### config.mk
export PLATFORM = sky130hd
export DESIGN_NAME = change_recorder
export DESIGN_NICKNAME = d
export VERILOG_FILES = /design/src/rtl/recorder_pkg.sv /design/src/rtl/change_recorder_probe_sync.sv /design/src/rtl/change_recorder.sv
export SDC_FILE = /design/constraint.sdc
export NUM_CORES = 1
export LEC_CHECK = 0
export BUFFER_PORTS_ARGS = -buffer_cell sky130_fd_sc_hd__buf_2
export CORE_MARGIN = 3
export CORE_UTILIZATION = 56
export CTS_CLUSTER_DIAMETER = 150
export DETAILED_ROUTE_END_ITERATION = 12
export HOLD_SLACK_MARGIN = 0.08
export PLACE_DENSITY = 0.72
export SYNTH_ARGS = -nofsm -noshare
export SYNTH_HDL_FRONTEND = slang
export SYNTH_HIERARCHICAL = 1
export SYNTH_SLANG_ARGS = --single-unit
### constraint.sdc
create_clock -name clk -period 5.3 [get_ports clk]
set_clock_uncertainty 0.15 [all_clocks]
set_input_delay 0.53 -clock clk [delete_from_list [all_inputs] [get_ports clk]]
set_output_delay 0.53 -clock clk [all_outputs]
set_load 0.01 [all_outputs]
### src/rtl/recorder_pkg.sv
// Shared types and record-layout helpers for change_recorder.
// Records hold the timestamp in the MSBs and the probe snapshot in the LSBs.
package recorder_pkg;

   typedef enum logic [1:0] {
      IDLE    = 2'd0,
      ARM     = 2'd1,
      CAPTURE = 2'd2,
      DRAIN   = 2'd3
   } rec_state_t;

   localparam int DEF_CHANNELS    = 8;
   localparam int DEF_TIME_LENGTH = 24;
   localparam int DEF_DEPTH       = 16;

   // Probe slice always starts at bit 0; the timestamp slice sits just above it.
   localparam int PROBE_LSB = 0;

   function automatic int rec_width(input int time_length, input int channels);
      return time_length + channels;
   endfunction

   function automatic int ts_lsb(input int channels);
      return PROBE_LSB + channels;
   endfunction

endpackage

### src/rtl/change_recorder_probe_sync.sv
// probe_sync: per-channel 2-flop synchroniser for the asynchronous probe inputs.
module probe_sync #(
   parameter int CHANNELS = 8
) (
   input  logic                clk,
   input  logic                rst_n,
   input  logic [CHANNELS-1:0] probes,
   output logic [CHANNELS-1:0] psync
);

   generate
      for (genvar gi = 0; gi < CHANNELS; gi++) begin : g_sync
         logic meta_reg;
         logic sync_reg;

         always_ff @(posedge clk or negedge rst_n) begin
            if (!rst_n) begin
               meta_reg <= 1'b0;
               sync_reg <= 1'b0;
            end else begin
               meta_reg <= probes[gi];
               sync_reg <= meta_reg;
            end
         end

         assign psync[gi] = sync_reg;
      end
   endgenerate

endmodule

### src/rtl/change_recorder.sv
// change_recorder: change-compressed probe capture into a fall-through FIFO.
// Optional per-channel change mask enabled by defining CHANGE_RECORDER_MASK_EN.
module change_recorder
   import recorder_pkg::*;
#(
   parameter int CHANNELS    = DEF_CHANNELS,
   parameter int TIME_LENGTH = DEF_TIME_LENGTH,
   parameter int DEPTH       = DEF_DEPTH
) (
   input  logic                            clk,
   input  logic                            rst_n,
   input  logic                            run,
   input  logic [TIME_LENGTH-1:0]          timestamp,
   input  logic [CHANNELS-1:0]             probes,
`ifdef CHANGE_RECORDER_MASK_EN
   input  logic [CHANNELS-1:0]             chan_mask,
`endif
   output logic [TIME_LENGTH+CHANNELS-1:0] rec_data,
   output logic                            rec_valid,
   input  logic                            rec_ready,
   output logic                            overflow,
   output logic [$clog2(DEPTH):0]          level,
   output logic                            busy
);

   localparam int REC_W  = rec_width(TIME_LENGTH, CHANNELS);
   localparam int TS_LSB = ts_lsb(CHANNELS);
   localparam int AW     = $clog2(DEPTH);

   logic [CHANNELS-1:0]    psync;
   logic [TIME_LENGTH-1:0] ts_q_reg;
   logic [CHANNELS-1:0]    last_rec_reg;
   rec_state_t             state_reg, state_next;

   logic             push, flush, pop, full, wr_en;
   logic [REC_W-1:0] push_data;
   logic             step, wrap, changed;

   logic [REC_W-1:0] mem [DEPTH];
   logic [AW-1:0]    wr_ptr_reg, rd_ptr_reg;
   logic [AW:0]      count_reg;
   logic             overflow_reg;

   probe_sync #(.CHANNELS(CHANNELS)) u_sync (
      .clk   (clk),
      .rst_n (rst_n),
      .probes(probes),
      .psync (psync)
   );

   assign step = (timestamp != ts_q_reg);
   assign wrap = step && (timestamp < ts_q_reg);

`ifdef CHANGE_RECORDER_MASK_EN
   assign changed = ((psync & ~chan_mask) != (last_rec_reg & ~chan_mask));
`else
   assign changed = (psync != last_rec_reg);
`endif

   always_comb begin
      state_next = state_reg;
      push       = 1'b0;
      flush      = 1'b0;
      push_data  = '0;
      push_data[TS_LSB +: TIME_LENGTH] = timestamp;
      push_data[PROBE_LSB +: CHANNELS] = psync;
      case (state_reg)
         IDLE: begin
            if (run) begin
               flush      = 1'b1;
               state_next = ARM;
            end
         end
         ARM: begin
            if (!run) begin
               state_next = IDLE;
            end else if (step) begin
               push       = 1'b1;
               state_next = CAPTURE;
            end
         end
         CAPTURE: begin
            // The closing record replaces any record a coincident step would produce.
            if (!run) begin
               push       = 1'b1;
               push_data[TS_LSB +: TIME_LENGTH] = ts_q_reg;
               state_next = DRAIN;
            end else if (step && (changed || wrap)) begin
               push = 1'b1;
            end
         end
         DRAIN: begin
            if (count_reg == '0) begin
               state_next = IDLE;
            end
         end
         default: state_next = IDLE;
      endcase
   end

   assign full  = (count_reg == (AW+1)'(DEPTH));
   assign pop   = (count_reg != '0) && rec_ready;
   assign wr_en = push && !full;

   always_ff @(posedge clk or negedge rst_n) begin
      if (!rst_n) begin
         state_reg    <= IDLE;
         ts_q_reg     <= '0;
         last_rec_reg <= '0;
      end else begin
         state_reg <= state_next;
         ts_q_reg  <= timestamp;
         if (push) begin
            last_rec_reg <= psync;
         end
      end
   end

   // A push into a full FIFO is dropped even when a pop frees a slot that cycle.
   always_ff @(posedge clk or negedge rst_n) begin
      if (!rst_n) begin
         wr_ptr_reg   <= '0;
         rd_ptr_reg   <= '0;
         count_reg    <= '0;
         overflow_reg <= 1'b0;
      end else if (flush) begin
         wr_ptr_reg   <= '0;
         rd_ptr_reg   <= '0;
         count_reg    <= '0;
         overflow_reg <= 1'b0;
      end else begin
         if (wr_en) begin
            wr_ptr_reg <= wr_ptr_reg + AW'(1);
         end
         if (pop) begin
            rd_ptr_reg <= rd_ptr_reg + AW'(1);
         end
         case ({wr_en, pop})
            2'b10:   count_reg <= count_reg + (AW+1)'(1);
            2'b01:   count_reg <= count_reg - (AW+1)'(1);
            default: count_reg <= count_reg;
         endcase
         if (push && full) begin
            overflow_reg <= 1'b1;
         end
      end
   end

   always_ff @(posedge clk) begin
      if (wr_en) begin
         mem[wr_ptr_reg] <= push_data;
      end
   end

   assign rec_valid = (count_reg != '0);
   assign rec_data  = rec_valid ? mem[rd_ptr_reg] : '0;
   assign overflow  = overflow_reg;
   assign level     = count_reg;
   assign busy      = (state_reg != IDLE);

endmodule

==> results.toml <==
[synthesis]
synthArstFlopShare_pct = 11.1
syn_area_um2 = 22900
ys_seq_area_share_pct = 74.2
avgSynthCellArea_um2 = 20.8
synth_compound_area_share_pct = 1.44
synth-edff-count = 512
synthSimpleGateAreaFrac_pct = 3.32
synth_seq_cells = 576
ys_warn_count = 6
synth_fp_nets = 1174
synthCells = 1100
synth.distinct_cells = 44
synth-main-ff-cell = "edfxtp_1"
synth-xor-area-share_pct = 0.657
synthAdderAreaFrac_pct = 2.11
synth_top_family_by_area = "multiplexers"
yosys-mux-area-fraction_pct = 16.5

[timing]
period_share_pct = 91.4
tightest_slew_ns = 1.19
slew_viol_final = 0
fmax_mhz = 206
timing.slew.headroom_pct = 20.1
setup_tns_ns = 0
min_period_ns = 4.85
finalSetupViolCount = 0
rsz0062_at_grt = "false"
hold_viol = 0

[final_layout]
area_growth_pct = 15.1
fillCellCount = 2598
largest_reg_flops = 512
nets = 1331
postLayoutCoreUtil_pct = 65.8
design_area_um2 = 26300
final_common_cell = "edfxtp_1"
n_antenna_cell = 0
layout_common_cells = "edfxtp_1 (512), mux4_2 (160), buf_2 (74)"
instances_no_fill = 1827
drive_gt1_share_pct = 30.7

[power_and_ir_drop]
switching_share_pct = 27.1
p_leak_nw = 8.93
p_int_mw = 9.29
power_mw = 12.7
netSwitchingPower_mw = 3.45
p_seq_share_pct = 43.2
ir_drop_v = 0.000448
pwr-share-clk_pct = 30.8
p_comb_share_pct = 26.0
power_density_nw_per_um2 = 484

[floorplan]
fp.dieH_um = 208
core-area_um2 = 40000
dieArea_um2 = 43300
start_util_pct = 57.2
rows = 73
ios = 76
die_width_um = 208

[global_route]
grtUsageMet3_pct = 3.23
grt_overflow = 0
grt_max_degree = 108
grt_pass1_wl_um = 73200
grt_busiest_layer = "met2"
track_usage_pct = 22.7
use_met2_pct = 36.9
grt_pass1_vias = 11600
grt_antenna_before_repair = 1
use_met1_pct = 33.2

[placement]
gp_congestion = 0.799
dpl.hpwl_um = 26700
place_area_um2 = 24200
place_inst = 1692
io_buffers = 75

[critical_path]
cp.arrival_ns = 5.21
crit_type = "input pin to register"
worst_setup_path_end_kind = "register"
cp.required_ns = 5.67
crit_fanout = 17
cp-start-kind = "input pin"

[detailed_routing]
dr.pass1.iters = 5
drc = 0
antenna_left = 0
vias_per_cell = 6.00
num_vias = 11000
wire_per_inst_um = 25.9
wirelength_um = 47400
drt_iter0_drc = 1010

[cts]
htree_levels = 2
cts_buffers = 55
clk_pin_slew_ns = 0.06
clock-sinks = 576
root_buffer = "clkbuf_16"
cts_tree = "built"
clockBufferDepth = 3
clk_latency_ns = 0.60

[job]
max_cap_violations = 0

[run_status]
status = "finished clean"

[min_path]
hold_path.class = "register to register"
worst paths after layout:
path	from	cells after the start	endpoint	slack, ns
max	timestamp[23]	19	level[4]	0.45
min	u_sync/g_sync[2].meta_reg	0	u_sync/g_sync[2].sync_reg	0.20
max reg2reg	ts_q_reg[23]	18	level[4]	0.73
min reg2reg	u_sync/g_sync[2].meta_reg	0	u_sync/g_sync[2].sync_reg	0.20
max in group asynchronous	rst_n	2	rd_ptr_reg[1]	3.83
min in group asynchronous	rst_n	2	u_sync/g_sync[5].meta_reg	0.43
kinds of logic (layout without fill, tap and decap cells):
logic type / after synthesis / after routing
AO/OA/AOI/OAI: 56 / 56
XOR/XNOR: 15 / 15
adder cells (fa/ha/maj): 38 / 38
buffers and inverters: 93 / 295
flip-flops: 576 / 576
multiplexers: 176 / 176
AND/OR/NAND/NOR: 146 / 146
worst max-delay path, stage by stage:
cell and delay [ns]:
dlygate4sd3_1 0.53, buf_2 0.15, ha_1 0.33, nand4_1 0.26, nor3_1 0.76, and2_1 0.43, a221o_1 0.26, o21ai_4 0.11
nand2_4 0.30, nand2_1 0.15, inv_1 0.15, ha_1 0.27, nand2b_1 0.11, nand2b_1 0.06, a21oi_1 0.18, nor2_1 0.06
and3_1 0.21, o21ai_0 0.14, nor3b_1 0.18
power by group through the flow:
stage               logic [mW]  clock network [mW]  registers, mW
global placement          3.30                   0           5.60
floorplan                 2.48                   0           5.43
CTS                       3.38                4.00           5.52
finish                    3.31                3.92           5.51
detailed placement        3.34                   0           5.61
global route              3.60                4.18           5.55
Yosys cell counts (2+ instances only):
library cell / instances / share of area [%]
a21o_1: 3 / 0.098
a21oi_1: 16 / 0.35
and2_1: 39 / 1.1
and3_1: 5 / 0.14
buf_1: 10 / 0.16
buf_2: 11 / 0.24
buf_4: 8 / 0.26
clkbuf_1: 30 / 0.49
dfrtp_1: 64 / 7.0
edfxtp_1: 512 / 67
ha_1: 37 / 2.0
inv_1: 33 / 0.54
mux2_2: 9 / 0.44
mux2i_1: 7 / 0.31
mux4_2: 160 / 16
nand2_1: 43 / 0.71
nand2b_1: 6 / 0.16
nand3_1: 8 / 0.18
nand4_1: 9 / 0.25
nor2_1: 17 / 0.28
nor3_1: 9 / 0.20
nor4_1: 2 / 0.055
o21ai_0: 29 / 0.63
xnor2_1: 11 / 0.42
xor2_1: 3 / 0.11
repair_timing:
| item | 4_1_cts | 5_1_grt |
|---|---|---|
| hold buffers | 33 | 0 |
| endpoints found under the hold margin | 96 | 0 |
| resized for setup | 0 | 0 |
| setup buffers | 0 | 0 |
area by class of cell:
type / instances / area, um2 / area share, %
clock inverter: 27 / 320 / 1.22
inverter: 34 / 128 / 0.485
clock buffer: 75 / 1490 / 5.67
sequential: 576 / 17000 / 64.6
timing repair buffer: 159 / 1150 / 4.38
tap: 525 / 657 / 2.50
multi-input combinational: 431 / 5570 / 21.2
per-stage QoR:
step / hold slack [ns] / setup WS (ns)
3_5_place_dp: 0.185 / 0.434
5_1_grt: 0.209 / 0.212
2_1_floorplan: 0.0844 / 0.183
4_1_cts: 0.176 / 0.471
6_report: 0.197 / 0.455
3_3_place_gp: 0.182 / 0.530
per-layer routing:
metal	share of wire (%)	wire (um)
met5	0	0
met4	1.9	894
met3	6.2	2940
met2	50	23800
met1	42	19800
Note: power is estimated with default switching activity, not from simulation.
